[src/rtl/bcd_display_pkg.sv]
// -----------------------------------------------------------------------------
// bcd_display_pkg
// Shared definitions for the seven-segment scan driver:
//   - seg_t        : 7-bit segment vector, bit order {g,f,e,d,c,b,a}
//   - SEG_0..SEG_9 : active-high patterns for BCD digits 0-9
//   - SEG_DASH     : pattern shown for non-BCD codes 10-15
//   - scan_state_t : scan controller states
// -----------------------------------------------------------------------------
package bcd_display_pkg;

    typedef logic [6:0] seg_t;

    localparam seg_t SEG_0    = 7'h3F;
    localparam seg_t SEG_1    = 7'h06;
    localparam seg_t SEG_2    = 7'h5B;
    localparam seg_t SEG_3    = 7'h4F;
    localparam seg_t SEG_4    = 7'h66;
    localparam seg_t SEG_5    = 7'h6D;
    localparam seg_t SEG_6    = 7'h7D;
    localparam seg_t SEG_7    = 7'h07;
    localparam seg_t SEG_8    = 7'h7F;
    localparam seg_t SEG_9    = 7'h6F;
    localparam seg_t SEG_DASH = 7'h40;

    typedef enum logic {
        ST_IDLE = 1'b0,
        ST_SCAN = 1'b1
    } scan_state_t;

endpackage

[src/rtl/bcd_to_7seg.sv]
// -----------------------------------------------------------------------------
// bcd_to_7seg
// Combinational BCD to seven-segment decode. Codes 10-15 are not valid BCD
// and are shown as a dash so a broken upstream counter is visible.
// Ports:
//   bcd  in   4  BCD digit
//   seg  out  7  segments {g,f,e,d,c,b,a}, active-high
// -----------------------------------------------------------------------------
module bcd_to_7seg
    import bcd_display_pkg::*;
(
    input  logic [3:0] bcd,
    output logic [6:0] seg
);

    always_comb begin
        seg = SEG_DASH;
        case (bcd)
            4'd0:    seg = SEG_0;
            4'd1:    seg = SEG_1;
            4'd2:    seg = SEG_2;
            4'd3:    seg = SEG_3;
            4'd4:    seg = SEG_4;
            4'd5:    seg = SEG_5;
            4'd6:    seg = SEG_6;
            4'd7:    seg = SEG_7;
            4'd8:    seg = SEG_8;
            4'd9:    seg = SEG_9;
            default: seg = SEG_DASH;
        endcase
    end

endmodule

[src/rtl/bcd_display_scan.sv]
// -----------------------------------------------------------------------------
// bcd_display_scan
// Time-multiplexed seven-segment driver. A prescaler divides clk into digit
// slots of PRESCALE cycles; each slot selects one digit, lowest first. The BCD
// and decimal-point inputs are snapshotted once per frame (on the tick that
// selects digit 0) so a frame never mixes values from two counter states.
//
// Parameters:
//   DIGITS    number of digits scanned (>= 2)
//   PRESCALE  clock cycles per digit slot (>= 2)
// Ports:
//   clk          in   1         system clock, rising edge
//   rst          in   1         asynchronous reset, active low
//   bcd_in       in   4*DIGITS  digit k = bcd_in[4k+3:4k], digit 0 rightmost
//   dp_in        in   DIGITS    decimal point request per digit
//   blank        in   1         forces all anodes off from the next edge
//   seg          out  7         segments {g,f,e,d,c,b,a}, active-high
//   dp           out  1         decimal point of current digit
//   an           out  DIGITS    one-hot anode select, bit k = digit k
//   frame_start  out  1         one-cycle pulse when digit 0 is selected
//
// Build option:
//   LEADING_ZERO_BLANK_EN  when defined, leading zero digits (from the top,
//                          stopping at the first nonzero digit or first digit
//                          with dp set) have their anode held off. Digit 0 is
//                          always shown.
// -----------------------------------------------------------------------------
module bcd_display_scan
    import bcd_display_pkg::*;
#(
    parameter int DIGITS   = 4,
    parameter int PRESCALE = 1000
) (
    input  logic                  clk,
    input  logic                  rst,
    input  logic [4*DIGITS-1:0]   bcd_in,
    input  logic [DIGITS-1:0]     dp_in,
    input  logic                  blank,
    output logic [6:0]            seg,
    output logic                  dp,
    output logic [DIGITS-1:0]     an,
    output logic                  frame_start
);

    localparam int PW = $clog2(PRESCALE);
    localparam int IW = $clog2(DIGITS);
    localparam logic [PW-1:0] PCNT_MAX = PW'(PRESCALE - 1);
    localparam logic [IW-1:0] IDX_MAX  = IW'(DIGITS - 1);

    // ---------------------------------------------------------------- prescaler
    logic [PW-1:0] pcnt;
    logic          tick;

    assign tick = (pcnt == PCNT_MAX);

    always_ff @(posedge clk or negedge rst) begin
        if (!rst)      pcnt <= '0;
        else if (tick) pcnt <= '0;
        else           pcnt <= pcnt + 1'b1;
    end

    // ---------------------------------------------------------------- FSM
    scan_state_t   state_q, state_d;
    logic [IW-1:0] idx_q, idx_d;
    logic          capture;   // this edge selects digit 0 and takes a snapshot

    always_ff @(posedge clk or negedge rst) begin
        if (!rst) begin
            state_q <= ST_IDLE;
            idx_q   <= '0;
        end else begin
            state_q <= state_d;
            idx_q   <= idx_d;
        end
    end

    always_comb begin
        state_d = state_q;
        idx_d   = idx_q;
        capture = 1'b0;
        case (state_q)
            ST_IDLE: begin
                if (tick) begin
                    state_d = ST_SCAN;
                    idx_d   = '0;
                    capture = 1'b1;
                end
            end
            ST_SCAN: begin
                if (tick) begin
                    capture = (idx_q == IDX_MAX);
                    idx_d   = (idx_q == IDX_MAX) ? '0 : idx_q + 1'b1;
                end
            end
            default: state_d = ST_IDLE;
        endcase
    end

    // ---------------------------------------------------------------- snapshot
    logic [4*DIGITS-1:0] snap_bcd;
    logic [DIGITS-1:0]   snap_dp;

    always_ff @(posedge clk or negedge rst) begin
        if (!rst) begin
            snap_bcd <= '0;
            snap_dp  <= '0;
        end else if (capture) begin
            snap_bcd <= bcd_in;
            snap_dp  <= dp_in;
        end
    end

    // On a capture edge the outputs must already reflect the new snapshot,
    // so the data source bypasses the snapshot register on that edge.
    logic [4*DIGITS-1:0] cur_bcd;
    logic [DIGITS-1:0]   cur_dp;
    logic [DIGITS-1:0]   cur_supp;   // digits whose anode is held off

    assign cur_bcd = capture ? bcd_in : snap_bcd;
    assign cur_dp  = capture ? dp_in  : snap_dp;

`ifdef LEADING_ZERO_BLANK_EN
    logic [DIGITS-1:0] supp_new;
    logic [DIGITS-1:0] supp_q;

    // Walk down from the top digit; a digit stays suppressed only while every
    // digit above it (and itself) is zero without a decimal point.
    always_comb begin
        logic run;
        supp_new = '0;
        run      = 1'b1;
        for (int k = DIGITS - 1; k >= 1; k--) begin
            run         = run & (bcd_in[4*k +: 4] == 4'd0) & ~dp_in[k];
            supp_new[k] = run;
        end
    end

    always_ff @(posedge clk or negedge rst) begin
        if (!rst)         supp_q <= '0;
        else if (capture) supp_q <= supp_new;
    end

    assign cur_supp = capture ? supp_new : supp_q;
`else
    assign cur_supp = '0;
`endif

    // ---------------------------------------------------------------- decode
    logic [3:0] sel_bcd;
    logic [6:0] sel_seg;

    assign sel_bcd = cur_bcd[idx_d*4 +: 4];

    bcd_to_7seg u_dec (
        .bcd (sel_bcd),
        .seg (sel_seg)
    );

    // an is re-evaluated every cycle so blank takes effect (and releases) on
    // the next edge regardless of slot position; blank wins over a tick.
    logic [DIGITS-1:0] an_d;

    always_comb begin
        an_d = '0;
        if (state_d == ST_SCAN && !blank)
            an_d[idx_d] = ~cur_supp[idx_d];
    end

    // ---------------------------------------------------------------- outputs
    always_ff @(posedge clk or negedge rst) begin
        if (!rst) begin
            seg         <= '0;
            dp          <= 1'b0;
            an          <= '0;
            frame_start <= 1'b0;
        end else begin
            an          <= an_d;
            frame_start <= capture;
            if (tick) begin
                seg <= sel_seg;
                dp  <= cur_dp[idx_d];
            end
        end
    end

endmodule

[config.mk]
export PLATFORM = sky130hd
export DESIGN_NAME = bcd_display_scan
export DESIGN_NICKNAME = d
export VERILOG_FILES = /design/src/rtl/bcd_display_pkg.sv /design/src/rtl/bcd_to_7seg.sv /design/src/rtl/bcd_display_scan.sv
export SDC_FILE = /design/constraint.sdc
export NUM_CORES = 1
export LEC_CHECK = 0
export CAP_MARGIN = 20
export CELL_PAD_IN_SITES_DETAIL_PLACEMENT = 1
export CELL_PAD_IN_SITES_GLOBAL_PLACEMENT = 2
export CORE_ASPECT_RATIO = 2
export CORE_MARGIN = 8
export CORE_UTILIZATION = 38
export DETAILED_ROUTE_END_ITERATION = 6
export GPL_TIMING_DRIVEN = 1
export PLACE_DENSITY_LB_ADDON = 0.1
export SLEW_MARGIN = 20
export SYNTH_ARGS = -nofsm -noshare
export SYNTH_HDL_FRONTEND = slang
export SYNTH_SLANG_ARGS = --single-unit
[constraint.sdc]
create_clock -name clk -period 6.7 [get_ports clk]
set_input_delay 1.34 -clock clk [delete_from_list [all_inputs] [get_ports clk]]
set_output_delay 1.34 -clock clk [all_outputs]
set_load 0.02 [all_outputs]
# Word-level counts from Yosys, hierarchy flattened
# Memories as Yosys holds them, arrays and structs flattened. A register that Yosys moved wholly into a read port is not among the register bits.
# Index checks and enable logic that the tools add are counted.
# totals
reg_bits	39
mem_bits_ro	112
in_bits	23
out_inout_bits	13
word_cells	41
n_memories	1
# memory_table
name	depth	word_bits	read_ports	rd_clocked_by_memory_dff	wr	line	rtl
(no name shown)	16	7	1	1	0	bcd_to_7seg.sv:18	case (bcd)
# op_classes
n_addsub	2
magnitude_cmp	2
n_eq_ne	2
shifts	1
muxes	18
n_bitwise	3
n_reduce_logical	4
# ops
cell	count
16-bit 2-to-1 mux	1
16-bit by 5-bit indexed part select with 4-bit output	1
10-bit by 1-bit adder with 10-bit output (second input constant)	1
10-bit == test (second input constant)	1
10-bit 2-to-1 mux	1
4-bit 2-to-1 mux	2
1-bit 2-to-1 mux	6
2-bit 2-to-1 mux	3
4-bit bitwise AND	1
1-bit binary-select mux with 2-bit select	2
2-bit case mux with 2 select lines	1
2-bit by 3-bit less-than comparator with 1-bit output (second input constant)	1
2-bit by 1-bit adder with 2-bit output (second input constant)	1
1-bit demux with 2-bit select	1
2-bit == test (second input constant)	1
2-bit by 1-bit greater-or-equal comparator with 1-bit output (second input constant)	1
1-bit logical AND	2
1-bit logical NOT	2
1-bit NOT	2
1-bit case mux with 2 select lines	1

# Depth between registers and ports, before layout
# depth
word_depth	10
mapped_depth	14
depth_no_buf	13

# By module
# A second synthesis with hierarchy kept.
# unflattened
cells_unflattened	182
hier_area_um2	2290.9
# modules_own_cells
module	n_inst	cells_each	area_each_um2	seq_area_each_um2
bcd_display_scan	1	153	2065.7	1151.1
bcd_to_7seg	1	29	225.2	0.0

# Least setup slack after synthesis
# Ideal clock, no wire load.
# synth_timing
kind	reg-to-reg
from	register pcnt[0]
to	register seg[4]
setup_ns	0.121
arrival_time_ns	2.762
required_ns	6.579
path_slack_ns	3.817
stages_incl_launch_ff	13
path_buffers	0
synth_period_minus_slack_ns	2.883
cell_sequence	dfrtp_1 ha_1 nand4b_4 nor3_2 mux2i_1 o32a_1 o21ai_0 a221oi_2 inv_1 ha_1 o21ai_0 a21oi_1 o22a_1
# synth_between
elab_chain_len	5
# synth_rtl
item	line	rtl
from (decl)	bcd_display_scan.sv:51	logic [PW-1:0] pcnt;
from (signal assigned)	bcd_display_scan.sv:59	else pcnt <= pcnt + 1'b1;
10-bit == test (*)	bcd_display_scan.sv:54	assign tick = (pcnt == PCNT_MAX);
1-bit 2-to-1 mux, on equally long branches	bcd_display_scan.sv:90, bcd_display_scan.sv:83	
1-bit case mux with 2 select lines	bcd_display_scan.sv:81	case (state_q)
16-bit 2-to-1 mux	n/a	
16-bit by 5-bit indexed part select with 4-bit output	bcd_display_scan.sv:152	assign sel_bcd = cur_bcd[idx_d*4 +: 4];
to (decl)	bcd_display_scan.sv:39	output logic [6:0] seg,
# Every way passes the cells marked *; elsewhere a longest branch is shown, timed or not.
# A chain may end at the register's enable or synchronous reset.

# Final worst setup path
# Same ends and word-level chain as after synthesis.

==> metrics.md <==
| Metric | Value |
|---|---|
| Clock Skews | 5.38 ps |
| RSZ-0062 raised after global routing | false |
| Die width | 71.4 um |
| Peak VDD IR | 0.000160 V |
| Switching pwr | 109 uW |
| Initial DRC Count | 52 |
| Post-synth EDFFs | 0 |
| TritonCTS clock tree | yes |
| GPL Wtd Cong | 0.841 |
| Post-synthesis mux area share | 0.121 |
| Global-route wire length before repair | 9030 um |
| Cell with the most instances after synthesis | dfrtp_1 |
| Max Freq | 0.289 GHz |
| CP required | 6870 ps |
| WP data arrival | 3630 ps |
| Clock Latency Late Sink | 290 ps |
| PD cells | 191 nW/um^2 |
| Post-CTS resize count | 0 |
| Synth area leader | dfrtp_1 |
| Via count | 1613 |
| Yosys warnings | 0 |
| Crit share post-route | 0.516 |
| Fin util | 0.479 |
| # rows | 40 |
| Seq cells post-synth | 46 |
| IO buf count | 35 |
| P&R area growth vs syn | 22.1% |
| Gr usage total | 0.128 |
| Pint | 437 uW |
| Status | completed |
| Setup bufs post-CTS | 0 |
| Worst slack, placed | 3130 ps |
| CTS root buf | clkbuf_16 |
| Pre-antenna DRT Iters | 2 |
| Post-Syn Nets | 225 |
| Longest Clk Path Bufs | 2 |
| Layout cells sized above 1 | 0.180 |
| Die Area | 9060 sq um |
| Worst setup SP type | register |
| Max_slew headroom | 0.351 |
| Final hold violations | 0 |
| Largest net degree at the start of global routing | 47 |
| GRT Residual Overflow | 0 |
| Nets | 263 |
| Final slew viol count | 0 |
| Initial antenna violation count | 0 |
| Unique masters post-synth | 48 |
| Final setup fails | 0 |
| Post-synthesis cell count | 194 |
| Drt wl/cell | 18.5 um |
| XOR/XNOR share of the synthesized area | 0.0263 |
| Vias per cell | 5.45 |
| Critical Path Sink Type | register |
| Largest family of logic cells by synthesized area | simple AND/OR/NAND/NOR gates |
| Final Instance Area | 2850 sq um |
| HPWL after detailed placement | 4130 um |
| Post-synthesis sequential area ratio | 0.493 |
| Num CTS Buffers | 5 |
| Post-route setup slack | 3240 ps |
| Post-layout power | 546 uW |
| Avg Inst Size Synth | 12.0 sq um |
| Area of the core | 5960 sq um |
| Worst-Margin Slew | 965 ps |
| Adder-cell share of the synthesized area | 0.0429 |
| Sw Share | 0.200 |
| H-tree depth | 2 |
| Crit path kind | register to register |
| TNS Setup | 0 ps |
| WL final | 5470 um |
| Hold-fix buffers at CTS | 0 |
| Initial Util | 0.392 |
| Clock transition at the registers of the reported paths | 60 ps |
| Min Tclk post-route | 3460 ps |
| Async S/R FF share, synth | 1.00 |
| Non-filler cells in the finished layout | 296 |
| Synth top area cells | dfrtp_1 49%, mux2_2 6.3%, mux2i_1 5.1%, ha_1 4.3%, nor2_1 2.9% |
| Synth Cell Area | 2330 sq um |
| Top Ports | 36 |
| TritonCTS Sinks | 46 |
| Synth top cells by count | 46 x dfrtp_1, 18 x nor2_1, 14 x inv_1 |
| Cell leakage power | 1.37 nW |
| Synth top area share | 0.493 |
| Die H | 127 um |
| CP Max Fanout | 7 |
| Post-synthesis simple-gate area fraction | 0.138 |
| Sequential Power Share | 0.509 |
| Combinational share of power | 0.033 |
| Dpl cell area | 2700 sq um |
| Number of max-cap violations | 0 |
| WHS | 490 ps |
| Worst hold-check path type | register to register |
| Dpl cells | 288 |
| Antenna-violating nets left | 0 |
| Clk network pwr share | 0.458 |
| Diodes inserted | 0 |
| Number of global-route vias before repair | 1793 |
| DR DRC count | 0 |
| Top FF cell, synth | dfrtp_1 |
| Synth Area in Compound Gates | 0.122 |
## power groups by stage
stage                     registers [mW]  clock network [mW]  logic, mW
after floorplan                    0.283                   0   0.000248
after global placement             0.283                   0     0.0179
after detailed placement           0.283                   0     0.0186
after CTS                          0.278               0.259     0.0187
after global routing               0.278               0.266     0.0201
final                              0.278               0.250     0.0181
## state kept, by name, indices dropped and copies added (netlist names)
name,flops
state_q,1
idx_q,2
pcnt,10
snap_dp,4
seg,7
frame_start,1
an,4
dp,1
snap_bcd,16
## layer usage
metal / up-vias / share of wire / track usage
met5: - / 0 / 0
met4: 0 / 0.018 / 0.0556
met3: 6 / 0.039 / 0.0308
met2: 23 / 0.57 / 0.243
met1: 824 / 0.37 / 0.124
li1: 760 / - / -
## path summary, 6_finish.rpt
kind / end / from / depth (start not counted) / slack, ps
worst max register to register: seg[4] / pcnt[0] / 12 / 3240
worst min-delay path: seg[1] / seg[1] / 2 / 490
worst max-delay path: seg[4] / pcnt[0] / 12 / 3240
min in group asynchronous: snap_bcd[14] / rst / 1 / 1060
worst min register to register: seg[1] / seg[1] / 2 / 490
max in group asynchronous: dp / rst / 1 / 5240
## cell usage in the layout (no fill, tap or decap), types with 4 or more instances in the layout
cell             count
inv_1               14
dfrtp_1             46
ha_1                 8
nor2_1              18
mux2_2              13
xor2_1               4
o21ai_0              7
nand3_1              7
nand2_1              8
mux2i_1             12
clkdlybuf4s50_1     34
a21oi_1              6
clkbuf_16            5
## logic make-up (layout without fill, tap and decap cells)
logic type | Yosys count | count (layout)
AND/OR/NAND/NOR | 52 | 52
flip-flops | 46 | 46
AO/OA/AOI/OAI | 33 | 33
multiplexers | 26 | 26
buffers and inverters | 22 | 61
adder cells (fa/ha/maj) | 8 | 8
XOR/XNOR | 7 | 7
## area by class of cell
cell class | count | area [sq um]
sequential | 46 | 1150
tap | 63 | 78.8
clock inverter | 1 | 5.00
clock buffer | 7 | 143
timing repair buffer | 37 | 363
inverter | 16 | 60.1
fill | 655 | 3100
multi-input combinational | 126 | 1050
## critical path, cell delays in order, from the launching register on
cell and delay [ps]:
dfrtp_1 390, ha_1 270, nand4b_4 200, nor3_2 460, mux2i_1 400, o32a_1 210, o21ai_0 100, a221oi_2 430
inv_1 170, ha_1 250, o21ai_0 200, a21oi_1 60, o22a_1 190
No activity file was read; power rests on OpenSTA's default activity.
